==> src/rtl/pw_entry.sv <==
// Password entry front end: debounces enter/clear, assembles PW_LEN digits leftmost-first.
// Optional inactivity timeout in ENTERING is built when PW_ENTRY_TIMEOUT_EN is defined.
//
// state    | meaning
// IDLE     | no digits held, digit_count = 0
// ENTERING | 0 < digit_count < PW_LEN
// FULL     | digit_count = PW_LEN, entry_done high until ack or clear
module pw_entry #(
    parameter int DIGIT_W         = 4,
    parameter int PW_LEN          = 4,
    parameter int DEBOUNCE_CYCLES = 50000,
    parameter int TIMEOUT_CYCLES  = 500000000
) (
    input  logic                          clk,
    input  logic                          system_reset,
    input  logic [DIGIT_W-1:0]            digit_in,
    input  logic                          enter_btn,
    input  logic                          clear_btn,
    input  logic                          ack,
    output logic [PW_LEN*DIGIT_W-1:0]     pw_digits,
    output logic [$clog2(PW_LEN+1)-1:0]   digit_count,
    output logic                          digit_strobe,
    output logic                          entry_done,
    output logic                          timeout_flag
);

    localparam int CW  = $clog2(PW_LEN + 1);
    localparam int DBW = $clog2(DEBOUNCE_CYCLES + 1);
    localparam logic [DBW-1:0] DB_LAST = DBW'(DEBOUNCE_CYCLES - 1);

    typedef enum logic [1:0] {IDLE, ENTERING, FULL} state_t;

    state_t                        state, state_n;
    logic [PW_LEN*DIGIT_W-1:0]     digits_n;
    logic [CW-1:0]                 count_n;
    logic                          strobe_n;

    logic [1:0]     btn_raw;
    logic [1:0]     sync1, sync2, level, armed, press_ev;
    logic [DBW-1:0] db_cnt [2];
    logic           enter_ev, clear_ev;

    assign btn_raw = {clear_btn, enter_btn};

    // A button is only armed after it has been seen released for a full debounce
    // window, so a button held through reset cannot fire until pressed again.
    always_ff @(posedge clk) begin
        if (system_reset) begin
            sync1     <= '0;
            sync2     <= '0;
            level     <= '0;
            armed     <= '0;
            db_cnt[0] <= '0;
            db_cnt[1] <= '0;
        end else begin
            sync1 <= btn_raw;
            sync2 <= sync1;
            for (int i = 0; i < 2; i++) begin
                if (!armed[i]) begin
                    if (sync2[i]) begin
                        db_cnt[i] <= '0;
                    end else if (db_cnt[i] == DB_LAST) begin
                        armed[i]  <= 1'b1;
                        db_cnt[i] <= '0;
                    end else begin
                        db_cnt[i] <= db_cnt[i] + DBW'(1);
                    end
                end else if (sync2[i] == level[i]) begin
                    db_cnt[i] <= '0;
                end else if (db_cnt[i] == DB_LAST) begin
                    level[i]  <= sync2[i];
                    db_cnt[i] <= '0;
                end else begin
                    db_cnt[i] <= db_cnt[i] + DBW'(1);
                end
            end
        end
    end

    always_comb begin
        press_ev = '0;
        for (int i = 0; i < 2; i++) begin
            press_ev[i] = armed[i] & sync2[i] & ~level[i] & (db_cnt[i] == DB_LAST);
        end
    end

    assign enter_ev = press_ev[0];
    assign clear_ev = press_ev[1];

`ifdef PW_ENTRY_TIMEOUT_EN
    localparam int TW = $clog2(TIMEOUT_CYCLES + 1);
    localparam logic [TW-1:0] TMO_LOAD = TW'(TIMEOUT_CYCLES - 1);

    logic [TW-1:0] tmo_cnt, tmo_n;
    logic          flag_q, flag_n;

    always_ff @(posedge clk) begin
        if (system_reset) begin
            tmo_cnt <= TMO_LOAD;
            flag_q  <= 1'b0;
        end else begin
            tmo_cnt <= tmo_n;
            flag_q  <= flag_n;
        end
    end

    assign timeout_flag = flag_q;
`else
    assign timeout_flag = 1'b0;
`endif

    always_ff @(posedge clk) begin
        if (system_reset) begin
            state        <= IDLE;
            pw_digits    <= '0;
            digit_count  <= '0;
            digit_strobe <= 1'b0;
        end else begin
            state        <= state_n;
            pw_digits    <= digits_n;
            digit_count  <= count_n;
            digit_strobe <= strobe_n;
        end
    end

    // Priority: clear > ack (FULL only) > enter > timeout.
    always_comb begin
        state_n  = state;
        digits_n = pw_digits;
        count_n  = digit_count;
        strobe_n = 1'b0;
`ifdef PW_ENTRY_TIMEOUT_EN
        tmo_n    = tmo_cnt;
        flag_n   = 1'b0;
`endif
        if (clear_ev || (ack && state == FULL)) begin
            state_n  = IDLE;
            digits_n = '0;
            count_n  = '0;
        end else if (enter_ev && state != FULL) begin
            for (int i = 0; i < PW_LEN; i++) begin
                if (digit_count == CW'(i)) begin
                    digits_n[(PW_LEN-1-i)*DIGIT_W +: DIGIT_W] = digit_in;
                end
            end
            count_n  = digit_count + CW'(1);
            strobe_n = 1'b1;
            state_n  = (count_n == CW'(PW_LEN)) ? FULL : ENTERING;
`ifdef PW_ENTRY_TIMEOUT_EN
            tmo_n    = TMO_LOAD;
        end else if (state == ENTERING) begin
            if (tmo_cnt == '0) begin
                state_n  = IDLE;
                digits_n = '0;
                count_n  = '0;
                flag_n   = 1'b1;
            end else begin
                tmo_n = tmo_cnt - TW'(1);
            end
`endif
        end
    end

    assign entry_done = (state == FULL);

endmodule

==> config.mk <==
export PLATFORM = sky130hd
export DESIGN_NAME = pw_entry
export DESIGN_NICKNAME = d
export VERILOG_FILES = /design/src/rtl/pw_entry.sv
export SDC_FILE = /design/constraint.sdc
export NUM_CORES = 1
export LEC_CHECK = 0
export BUFFER_PORTS_ARGS = -buffer_cell sky130_fd_sc_hd__buf_2
export CAP_MARGIN = 40
export CORE_MARGIN = 5
export CORE_UTILIZATION = 53
export DETAILED_ROUTE_END_ITERATION = 8
export PLACE_DENSITY = 0.75
export SLEW_MARGIN = 5
export SYNTH_ARGS = -nofsm -noshare
export SYNTH_HDL_FRONTEND = slang
export SYNTH_SLANG_ARGS = --single-unit
==> constraint.sdc <==
create_clock -name clk -period 2.2 [get_ports clk]
set_clock_uncertainty 0.05 [all_clocks]
set_input_delay 0.44 -clock clk [delete_from_list [all_inputs] [get_ports clk]]
set_output_delay 0.44 -clock clk [all_outputs]
set_load 0.02 [all_outputs]
==> results of run 1 <==
[area by class of cell]
type	count	share of cell area, %
clock buffer	15	4.78
clock inverter	1	0.136
inverter	18	1.83
multi-input combinational	253	39.4
sequential	62	42.3
tap	72	2.44
timing repair buffer	47	9.05
[final timing paths]
path	depth (start not counted)	slack, ns	endpoint
setup / recovery	5	0.03	db_cnt[0][3]$_SDFFCE_PN0P_
hold / removal	2	0.25	sync1[0]$_SDFF_PP0_
setup reg to reg	5	0.03	db_cnt[0][3]$_SDFFCE_PN0P_
hold reg to reg	1	0.40	sync2[0]$_SDFF_PP0_
[per-layer routing]
| layer | wire (um) | GRT usage [%] | vias up |
|---|---|---|---|
| met4 | 187 | 9.06 | 0 |
| li1 | - | - | 1250 |
| met5 | 0 | 0 | - |
| met1 | 2840 | 22.0 | 1208 |
| met3 | 353 | 5.83 | 16 |
| met2 | 3070 | 30.3 | 73 |
[sequential cells by signal, indices dropped and copies added (netlist names)]
register	cells
digit_strobe	1
db_cnt	32
armed	2
digit_count	3
sync1	2
level	2
state	2
pw_digits	16
sync2	2
[synthesized netlist by cell type (2+ instances only)]
| cell | instances |
|---|---|
| nor3_1 | 10 |
| nor4bb_1 | 2 |
| ha_1 | 8 |
| o21ai_0 | 27 |
| nor4_1 | 9 |
| nand3b_1 | 3 |
| nand3_1 | 13 |
| a21oi_1 | 27 |
| or3_1 | 5 |
| xor2_1 | 3 |
| xnor2_1 | 24 |
| nor2b_1 | 8 |
| or4_1 | 3 |
| inv_1 | 18 |
| nand4_1 | 25 |
| nand2_1 | 10 |
| buf_2 | 3 |
| dfxtp_1 | 30 |
| nand4b_1 | 3 |
| clkbuf_1 | 8 |
| edfxtp_1 | 32 |
| conb_1 | 2 |
| nor2_1 | 34 |
[timing repair]
item | 4_1_cts | 5_1_grt
setup buffers | 0 | 2
resized for setup | 2 | 10
pin swaps | 0 | 1
endpoints found under the setup margin | 16 | 35
[placed cells by master (no fill, tap or decap), drive strengths merged]
| master | count |
|---|---|
| buf | 47 |
| nor2 | 34 |
| conb | 33 |
| edfxtp | 32 |
| dfxtp | 30 |
| o21ai | 28 |
| a21oi | 27 |
| nand4 | 25 |
| xnor2 | 24 |
| inv | 18 |
| clkbuf | 15 |
| nand3 | 13 |
| nor3 | 10 |
| nand2 | 10 |
| nor4 | 9 |
| nor2b | 8 |
| ha | 8 |
| or3 | 5 |
| nand4b | 3 |
| nand3b | 3 |
| xor2 | 3 |
| or4 | 3 |
| nor4bb | 2 |
| nand2b | 1 |
| or4bb | 1 |
| or2 | 1 |
| and3b | 1 |
| nor3b | 1 |
| clkinv | 1 |
[stage by stage]
stage / instance area (um2) / hold WS [ns] / util, %
after floorplan: 3130 / 0.364 / -
after global placement: 3480 / 0.366 / 63.2
final: 3690 / 0.253 / 67.0
after detailed placement: 3480 / 0.381 / 63.2
after global routing: 3690 / 0.262 / 67.0
after CTS: 3670 / 0.239 / 66.6
[worst max-delay path, cell delays in order, from the launching register on]
cell and delay, ns:
edfxtp_1 0.39, or4bb_1 0.54, or4_4 0.58, nand3b_1 0.16, buf_12 0.16, nor2_1 0.06
[cell families after synthesis]
kind of cell	synth area share, %
fa+ha+maj	3.33
other cells	0.250
simple gates	23.5
xor+xnor	7.87
flops	51.9
buf+inv	3.99
compound gates	9.16
[power by group]
part | leakage (nW) | switching [mW] | internal [mW] | total [mW]
Sequential | 0.570 | 0.0402 | 1.27 | 1.31
Combinational | 0.733 | 0.0873 | 0.0732 | 0.161
Clock | 0.0937 | 0.425 | 0.501 | 0.927
==> results.txt, run 1 <==
Outcome -> finished clean
Initial core utilization -> 54.6%
Non-filler instance count after layout -> 468
H-tree Lvls -> 3
RSZ-0062 raised after global routing -> yes
Clock Pin Slew Worst Setup and Hold Paths -> 0.06 ns
Via count -> 2547
Setup TNS -> 0 ns
Final setup fails -> 0
Largest vdd supply drop -> 0.000457 V
Largest net degree at the start of global routing -> 23
Cell Pwr Density -> 648 nW/um2
Worst Max-Slew Pin Slew -> 0.506 ns
Synth area leaders -> edfxtp_1, dfxtp_1, xnor2_1
# nets final -> 408
Core Area -> 5510 um2
Io pins -> 31
Critical Path RT -> 2.25 ns
Final Hold Viols -> 0
Num rows -> 27
Routability cong. -> 0.842
WS Path Type -> register to register
Startpoint Class -> register
Post-DP HPWL -> 4640 um
CTS tree -> done
Post-layout power -> 2.39 mW
Mean number of vias per cell -> 5.44
Detailed Route WL -> 6460 um
Seq/Total Area, Yosys -> 51.9%
YS warnings -> 0
Layout cells sized above 1 -> 16.2%
Pleak -> 1.40 nW
Asr flop ratio synth -> 0%
Area of the multi-input gates -> 1460 um2
Chip width -> 85.3 um
Reg area -> 1560 um2
Crit. Startpoint -> db_cnt[0][5]$_SDFFCE_PN0P_
Wirelength per Cell -> 13.8 um
Pre-CTS setup slack -> -0.00156 ns
Grt ovf -> 0
Slew headroom -> 66.1%
Worst-path maximum fanout -> 15
Initial antenna violation count -> 0
Max Freq -> 0.462 GHz
DIE HEIGHT -> 85.3 um
Root Buffer -> clkbuf_8
Fin crit share -> 98.5%
Initial DRT Pass Iterations -> 4
Syn avg cell area -> 9.58 um2
Area share of the largest cell type after synthesis -> 32.0%
Yosys reg bits -> 62
Crit path DAT -> 2.21 ns
Filler cells -> 462
Worst skew pair latency -> 0.35 ns
PortBufs -> 29
Yosys cell types -> 30
Routed Antenna Nets -> 0
Max_cap viols -> 0
Post-synth top area cell -> edfxtp_1
DRT iter0 DRCs -> 99
CTS buffer count -> 9
Number of global-route vias before repair -> 2439
Final Critical Period -> 2.17 ns
Worst r2r src -> db_cnt[0][5]$_SDFFCE_PN0P_
Clock Sinks -> 62
First-pass GRT wire length -> 10700 um
Synthesized area -> 3010 um2
Die ar. -> 7280 um2
Instance count of the mapped netlist -> 314
Hold_buf cts -> 0
Post-Place Cells -> 450
N_diodes -> 0
Max-slew violations -> 0
EDFF count, synth -> 32
GRT Resource Usage Total -> 18.5%
Final setup margin -> 0.0339 ns
Dominant synthesized flop cell -> edfxtp_1
Area growth, synth to finish -> 22.7%
DRC errors left -> 0
Hold Crit Class -> input port to register
CTS Buffer Depth -> 2
Crit end category -> register
Min-delay src -> enter_btn
Note: power is estimated with default switching activity, not from simulation.
==> inputs of run 2 (changes only) <==
==> config.mk (replaced) <==
export PLATFORM = sky130hd
export DESIGN_NAME = pw_entry
export DESIGN_NICKNAME = d
export VERILOG_FILES = /design/src/rtl/pw_entry.sv
export SDC_FILE = /design/constraint.sdc
export NUM_CORES = 1
export LEC_CHECK = 0
export CAP_MARGIN = 40
export CORE_MARGIN = 5
export CORE_UTILIZATION = 35
export DETAILED_ROUTE_END_ITERATION = 8
export DONT_BUFFER_PORTS = 1
export PLACE_DENSITY = 0.5
export SLEW_MARGIN = 5
export SYNTH_ARGS = -nofsm -noshare
export SYNTH_HDL_FRONTEND = slang
export SYNTH_SLANG_ARGS = --single-unit
==> constraint.sdc (replaced) <==
create_clock -name clk -period 1.85 [get_ports clk]
set_clock_uncertainty 0.05 [all_clocks]
set_input_delay 0.37 -clock clk [delete_from_list [all_inputs] [get_ports clk]]
set_output_delay 0.37 -clock clk [all_outputs]
set_load 0.02 [all_outputs]
==> results.txt, run 2 (same netlist as run 1, synthesis figures left out) <==
# nets final -> 413 (was 408)
WS Path Type -> register to register (unchanged)
CTS Buffer Depth -> 2 (unchanged)
Failing checks -> negative setup slack
Num rows -> 33 (was 27)
Clock Pin Slew Worst Setup and Hold Paths -> 0.07 ns (was 0.06 ns)
Number of global-route vias before repair -> 2289 (was 2439)
Critical Path RT -> 1.90 ns (was 2.25 ns)
Post-DP HPWL -> 4720 um (was 4640 um)
Crit path DAT -> 2.24 ns (was 2.21 ns)
Final setup margin -> -0.343 ns (was 0.0339 ns)
Routed Antenna Nets -> 0 (unchanged)
Max Freq -> 0.456 GHz (was 0.462 GHz)
Most common cell after layout, fill and taps aside -> buf_4 (was nor2_1)
Io pins -> 31 (unchanged)
Post-layout power -> 3.04 mW (was 2.39 mW)
Chip width -> 103 um (was 85.3 um)
Core Area -> 8300 um2 (was 5510 um2)
H-tree Lvls -> 3 (unchanged)
Initial core utilization -> 36.2% (was 54.6%)
Wirelength per Cell -> 12.8 um (was 13.8 um)
PortBufs -> 0 (was 29)
Fin crit share -> 119% (was 98.5%)
Largest vdd supply drop -> 0.000363 V (was 0.000457 V)
GR peak layer -> met2 (unchanged)
DRT iter0 DRCs -> 92 (was 99)
Largest register FFs -> 32 (unchanged)
Die ar. -> 10500 um2 (was 7280 um2)
Area growth, synth to finish -> 32.1% (was 22.7%)
Detailed Route WL -> 6500 um (was 6460 um)
Most frequent cells in the layout -> buf_4, nor2_1, conb_1, edfxtp_1, dfxtp_1 (was nor2_1, conb_1, edfxtp_1, dfxtp_1, buf_2)
Pleak -> 1.46 nW (was 1.40 nW)
GRT Resource Usage Total -> 13.0% (was 18.5%)
Largest net degree at the start of global routing -> 23 (unchanged)
Placed inst area -> 3560 um2 (was 3480 um2)
DIE HEIGHT -> 103 um (was 85.3 um)
CTS buffer count -> 9 (unchanged)
Final Hold Viols -> 0 (unchanged)
Grt ovf -> 0 (unchanged)
GR Util met1 -> 16.5% (was 22.0%)
Max_cap viols -> 0 (unchanged)
DRC errors left -> 0 (unchanged)
RSZ-0062 raised after global routing -> yes (unchanged)
Hold_buf cts -> 0 (unchanged)
Final setup fails -> 39 (was 0)
Finished Cell Area -> 3970 um2 (was 3690 um2)
Outcome -> finished, violations left (was finished clean)
GR met2 Demand/Resource -> 20.3% (was 30.3%)
Cell Pwr Density -> 764 nW/um2 (was 648 nW/um2)
Met3 usage -> 3.59% (was 5.83%)
Initial antenna violation count -> 0 (unchanged)
Top reg by flops -> db_cnt (unchanged)
Worst skew pair latency -> 0.34 ns (was 0.35 ns)
Biggest regs -> db_cnt x32, pw_digits x16, digit_count x3 (unchanged)
Initial DRT Pass Iterations -> 4 (unchanged)
Layout cells sized above 1 -> 21.7% (was 16.2%)
Clock Sinks -> 62 (unchanged)
Crit end category -> register (unchanged)
Final Critical Period -> 2.19 ns (was 2.17 ns)
Max-slew violations -> 0 (unchanged)
Startpoint Class -> register (unchanged)
Routability cong. -> 0.812 (was 0.842)
CTS tree -> done (unchanged)
Worst-path maximum fanout -> 15 (unchanged)
Mean number of vias per cell -> 4.88 (was 5.44)
Hold Crit Class -> input port to register (unchanged)
Filler cells -> 803 (was 462)
N_diodes -> 0 (unchanged)
Via count -> 2467 (was 2547)
First-pass GRT wire length -> 10700 um (about the same)
Root Buffer -> clkbuf_8 (unchanged)
==> run 2: changes by cell type in the layout (fill, tap and decap cells not counted), sizes merged <==
cell,change
buf,+4
clkbuf,-4
inv,+3
bufinv,+1
clkinv,+1
==> run 2: timing repair <==
action,4_1_cts,5_1_grt
buffers inserted,4,7
endpoints found under the setup margin,39,55
pin swaps,8,18
cloned,0,1
resized for setup,9,26
==> run 2: final timing paths <==
path	startpoint	endpoint	slack, ns	cells past startpoint
worst max-delay path	db_cnt[0][4]$_SDFFCE_PN0P_	db_cnt[0][14]$_SDFFCE_PN0P_	-0.34	5
worst min-delay path	system_reset	level[0]$_SDFFE_PP0P_	0.04	1
worst max register to register	db_cnt[0][4]$_SDFFCE_PN0P_	db_cnt[0][14]$_SDFFCE_PN0P_	-0.34	5
worst min register to register	sync1[1]$_SDFF_PP0_	sync2[1]$_SDFF_PP0_	0.39	1
==> run 2: critical path, stage by stage, from the launching register on <==
cell,delay (ns)
edfxtp_1,0.39
or4bb_1,0.53
or4_4,0.59
nand3b_1,0.17
buf_12,0.16
nor2_1,0.05
==> run 2: through the flow <==
stage	setup TNS (ns)	utilization (%)	cells	setup WS (ns)	hold WS (ns)
final	-10.62	47.9	506	-0.343	0.0402
after global routing	-13.21	47.9	506	-0.388	0.0128
after CTS	-11.23	46.1	500	-0.343	0.0220
after detailed placement	-13.05	42.9	480	-0.413	0.377
after global placement	-10.53	42.9	480	-0.334	0.376
after floorplan	-11.29	-	345	-0.408	0.364
==> run 2: layout make-up <==
type                    instances  area [um2]  area share, %
flip-flops and latches         62        1560           39.3
multi-input cells             253        1530           38.4
clock inverters                 6        65.1           1.64
clock buffers                  10         149           3.75
repair buffers                 52         472           11.9
well taps                     105         131           3.31
inverters                      18        67.6           1.70
==> run 2: per-layer routing <==
layer / share of wire (%) / routed length (um)
met1: 48 / 3090
met2: 46 / 2970
met3: 5.3 / 345
met4: 1.4 / 93
met5: 0 / 0
==> run 2: report_power, final <==
| group | switching (mW) | internal (mW) |
|---|---|---|
| clock network | 0.568 | 0.710 |
| registers | 0.0408 | 1.50 |
| logic | 0.105 | 0.109 |
==> inputs of run 3 (changes only) <==
--- a/config.mk
+++ b/config.mk
@@ -10,6 +10,7 @@
 export CORE_UTILIZATION = 35
 export DETAILED_ROUTE_END_ITERATION = 8
 export DONT_BUFFER_PORTS = 1
+export HOLD_SLACK_MARGIN = 0.12
 export PLACE_DENSITY = 0.5
 export SLEW_MARGIN = 5
 export SYNTH_ARGS = -nofsm -noshare
==> results.txt, run 3 (same netlist as run 1, synthesis figures left out) <==
Outcome -> finished, violations left (unchanged)
Failing checks -> negative setup slack (unchanged)
Mean number of vias per cell -> 4.90 (was 4.88)
Hold Path Sink -> pw_digits[13]$_SDFFE_PP0P_ (was level[0]$_SDFFE_PP0P_)
Initial antenna violation count -> 0 (unchanged)
Chip width -> 103 um (unchanged)
CTS tree -> done (unchanged)
Max-slew violations -> 0 (unchanged)
Worst-path maximum fanout -> 15 (unchanged)
CTS Buffer Depth -> 2 (unchanged)
Fin crit share -> 119% (about the same)
Initial core utilization -> 36.2% (unchanged)
Post-layout power -> 3.06 mW (was 3.04 mW)
Final setup margin -> -0.343 ns (about the same)
Min-delay src -> digit_in[1] (was system_reset)
Io pins -> 31 (unchanged)
Crit. Startpoint -> db_cnt[0][4]$_SDFFCE_PN0P_ (unchanged)
CTS buffer count -> 9 (unchanged)
Worst skew pair latency -> 0.34 ns (about the same)
Biggest regs -> db_cnt x32, pw_digits x16, digit_count x3 (unchanged)
# nets final -> 421 (was 413)
R2R cell count -> 5 (unchanged)
Core Area -> 8300 um2 (unchanged)
Setup TNS -> -10.63 ns (was -10.62 ns)
Hold depth -> 2 (was 1)
PortBufs -> 0 (unchanged)
DRC errors left -> 0 (unchanged)
Startpoint Class -> register (unchanged)
Via count -> 2517 (was 2467)
Final setup fails -> 39 (unchanged)
Die ar. -> 10500 um2 (unchanged)
Pre-CTS setup slack -> -0.413 ns (unchanged)
Routed Antenna Nets -> 0 (unchanged)
FF-to-FF setup slack -> -0.34 ns (about the same)
Number of global-route vias before repair -> 2322 (was 2289)
H-tree Lvls -> 3 (unchanged)
Finished Cell Area -> 4050 um2 (was 3970 um2)
Most common cell after layout, fill and taps aside -> buf_4 (unchanged)
Area growth, synth to finish -> 34.7% (was 32.1%)
Largest net degree at the start of global routing -> 23 (unchanged)
Max_cap viols -> 0 (unchanged)
Crit end category -> register (unchanged)
Detailed Route WL -> 6670 um (was 6500 um)
Critical Path RT -> 1.90 ns (about the same)
Area of the multi-input gates -> 1520 um2 (was 1530 um2)
DIE HEIGHT -> 103 um (unchanged)
Filler cells -> 799 (was 803)
GRT Resource Usage Total -> 13.2% (was 13.0%)
WS Path Type -> register to register (unchanged)
Layout cells sized above 1 -> 21.0% (was 21.7%)
Root Buffer -> clkbuf_8 (unchanged)
Worst r2r src -> db_cnt[0][4]$_SDFFCE_PN0P_ (unchanged)
Largest register FFs -> 32 (unchanged)
Largest vdd supply drop -> 0.000370 V (was 0.000363 V)
Cell Pwr Density -> 756 nW/um2 (was 764 nW/um2)
Pleak -> 1.49 nW (was 1.46 nW)
Num rows -> 33 (unchanged)
Max Freq -> 0.456 GHz (unchanged)
RSZ-0062 raised after global routing -> yes (unchanged)
Reg area -> 1560 um2 (unchanged)
Initial DRT Pass Iterations -> 4 (unchanged)
First-pass GRT wire length -> 10800 um (was 10700 um)
Clock Sinks -> 62 (unchanged)
Final Hold Viols -> 0 (unchanged)
Hold Crit Class -> input port to register (unchanged)
Post-Place Cells -> 480 (unchanged)
N_diodes -> 0 (unchanged)
Post-DP HPWL -> 4720 um (unchanged)
Clock Pin Slew Worst Setup and Hold Paths -> 0.08 ns (was 0.07 ns)
Routability cong. -> 0.812 (unchanged)
Crit path DAT -> 2.24 ns (about the same)
Placed inst area -> 3560 um2 (unchanged)
Most frequent cells in the layout -> buf_4, nor2_1, conb_1, edfxtp_1, dfxtp_1 (unchanged)
Non-filler instance count after layout -> 514 (was 506)
Top reg by flops -> db_cnt (unchanged)
Grt ovf -> 0 (unchanged)
Final Critical Period -> 2.19 ns (about the same)
Hold_ws -> 0.134 ns (was 0.0402 ns)
Wirelength per Cell -> 13.0 um (was 12.8 um)
Worst reg2reg endpoint -> db_cnt[0][14]$_SDFFCE_PN0P_ (unchanged)
Utilization after layout -> 48.8% (was 47.9%)
DRT iter0 DRCs -> 87 (was 92)
## run 3: cell count changes in the layout (fill, tap and decap cells not counted), sizes merged
cell         previous run  this run
dlygate4sd3             0         8
## run 3: worst max path at each step
stage | end | slack [ns]
global route | db_cnt[0][4]$_SDFFCE_PN0P_ | -0.39
finish | db_cnt[0][14]$_SDFFCE_PN0P_ | -0.34
detailed placement | db_cnt[0][14]$_SDFFCE_PN0P_ | -0.41
global placement | db_cnt[0][3]$_SDFFCE_PN0P_ | -0.33
CTS | db_cnt[0][3]$_SDFFCE_PN0P_ | -0.34
floorplan | db_cnt[0][0]$_SDFFCE_PN0P_ | -0.41
## run 3: timing repair
| action | in CTS | in global routing |
|---|---|---|
| endpoints found under the setup margin | 39 | 55 |
| resized for setup | 9 | 25 |
| setup buffers | 4 | 7 |
| gates cloned | 0 | 1 |
| pin swaps | 8 | 17 |
| hold buffers | 7 | 1 |
| hold endpoints to repair | 15 | 1 |
## run 3: metal layers
| layer | up-vias | GRT usage (%) | wire, um |
|---|---|---|---|
| met1 | 1178 | 16.8 | 3170 |
| li1 | 1283 | - | - |
| met3 | 12 | 3.65 | 369 |
| met5 | - | 0 | 0 |
| met2 | 44 | 20.6 | 2990 |
| met4 | 0 | 6.66 | 131 |
## run 3: worst max-delay path: stages, from the launching register on
cell and delay, ns:
edfxtp_1 0.39, or4bb_1 0.53, or4_4 0.59, nand3b_1 0.17
buf_12 0.16, nor2_1 0.05
## run 3: where the power goes
part / switching (mW) / total (mW) / internal (mW)
Combinational: 0.112 / 0.232 / 0.120
Clock: 0.574 / 1.28 / 0.710
Sequential: 0.0409 / 1.54 / 1.50
## run 3: cell type report
cell class / count / share of cell area, %
tap: 105 / 3.24
multi-input combinational: 253 / 37.6
timing repair buffer: 60 / 13.6
clock inverter: 6 / 1.61
sequential: 62 / 38.6
inverter: 18 / 1.67
clock buffer: 10 / 3.68
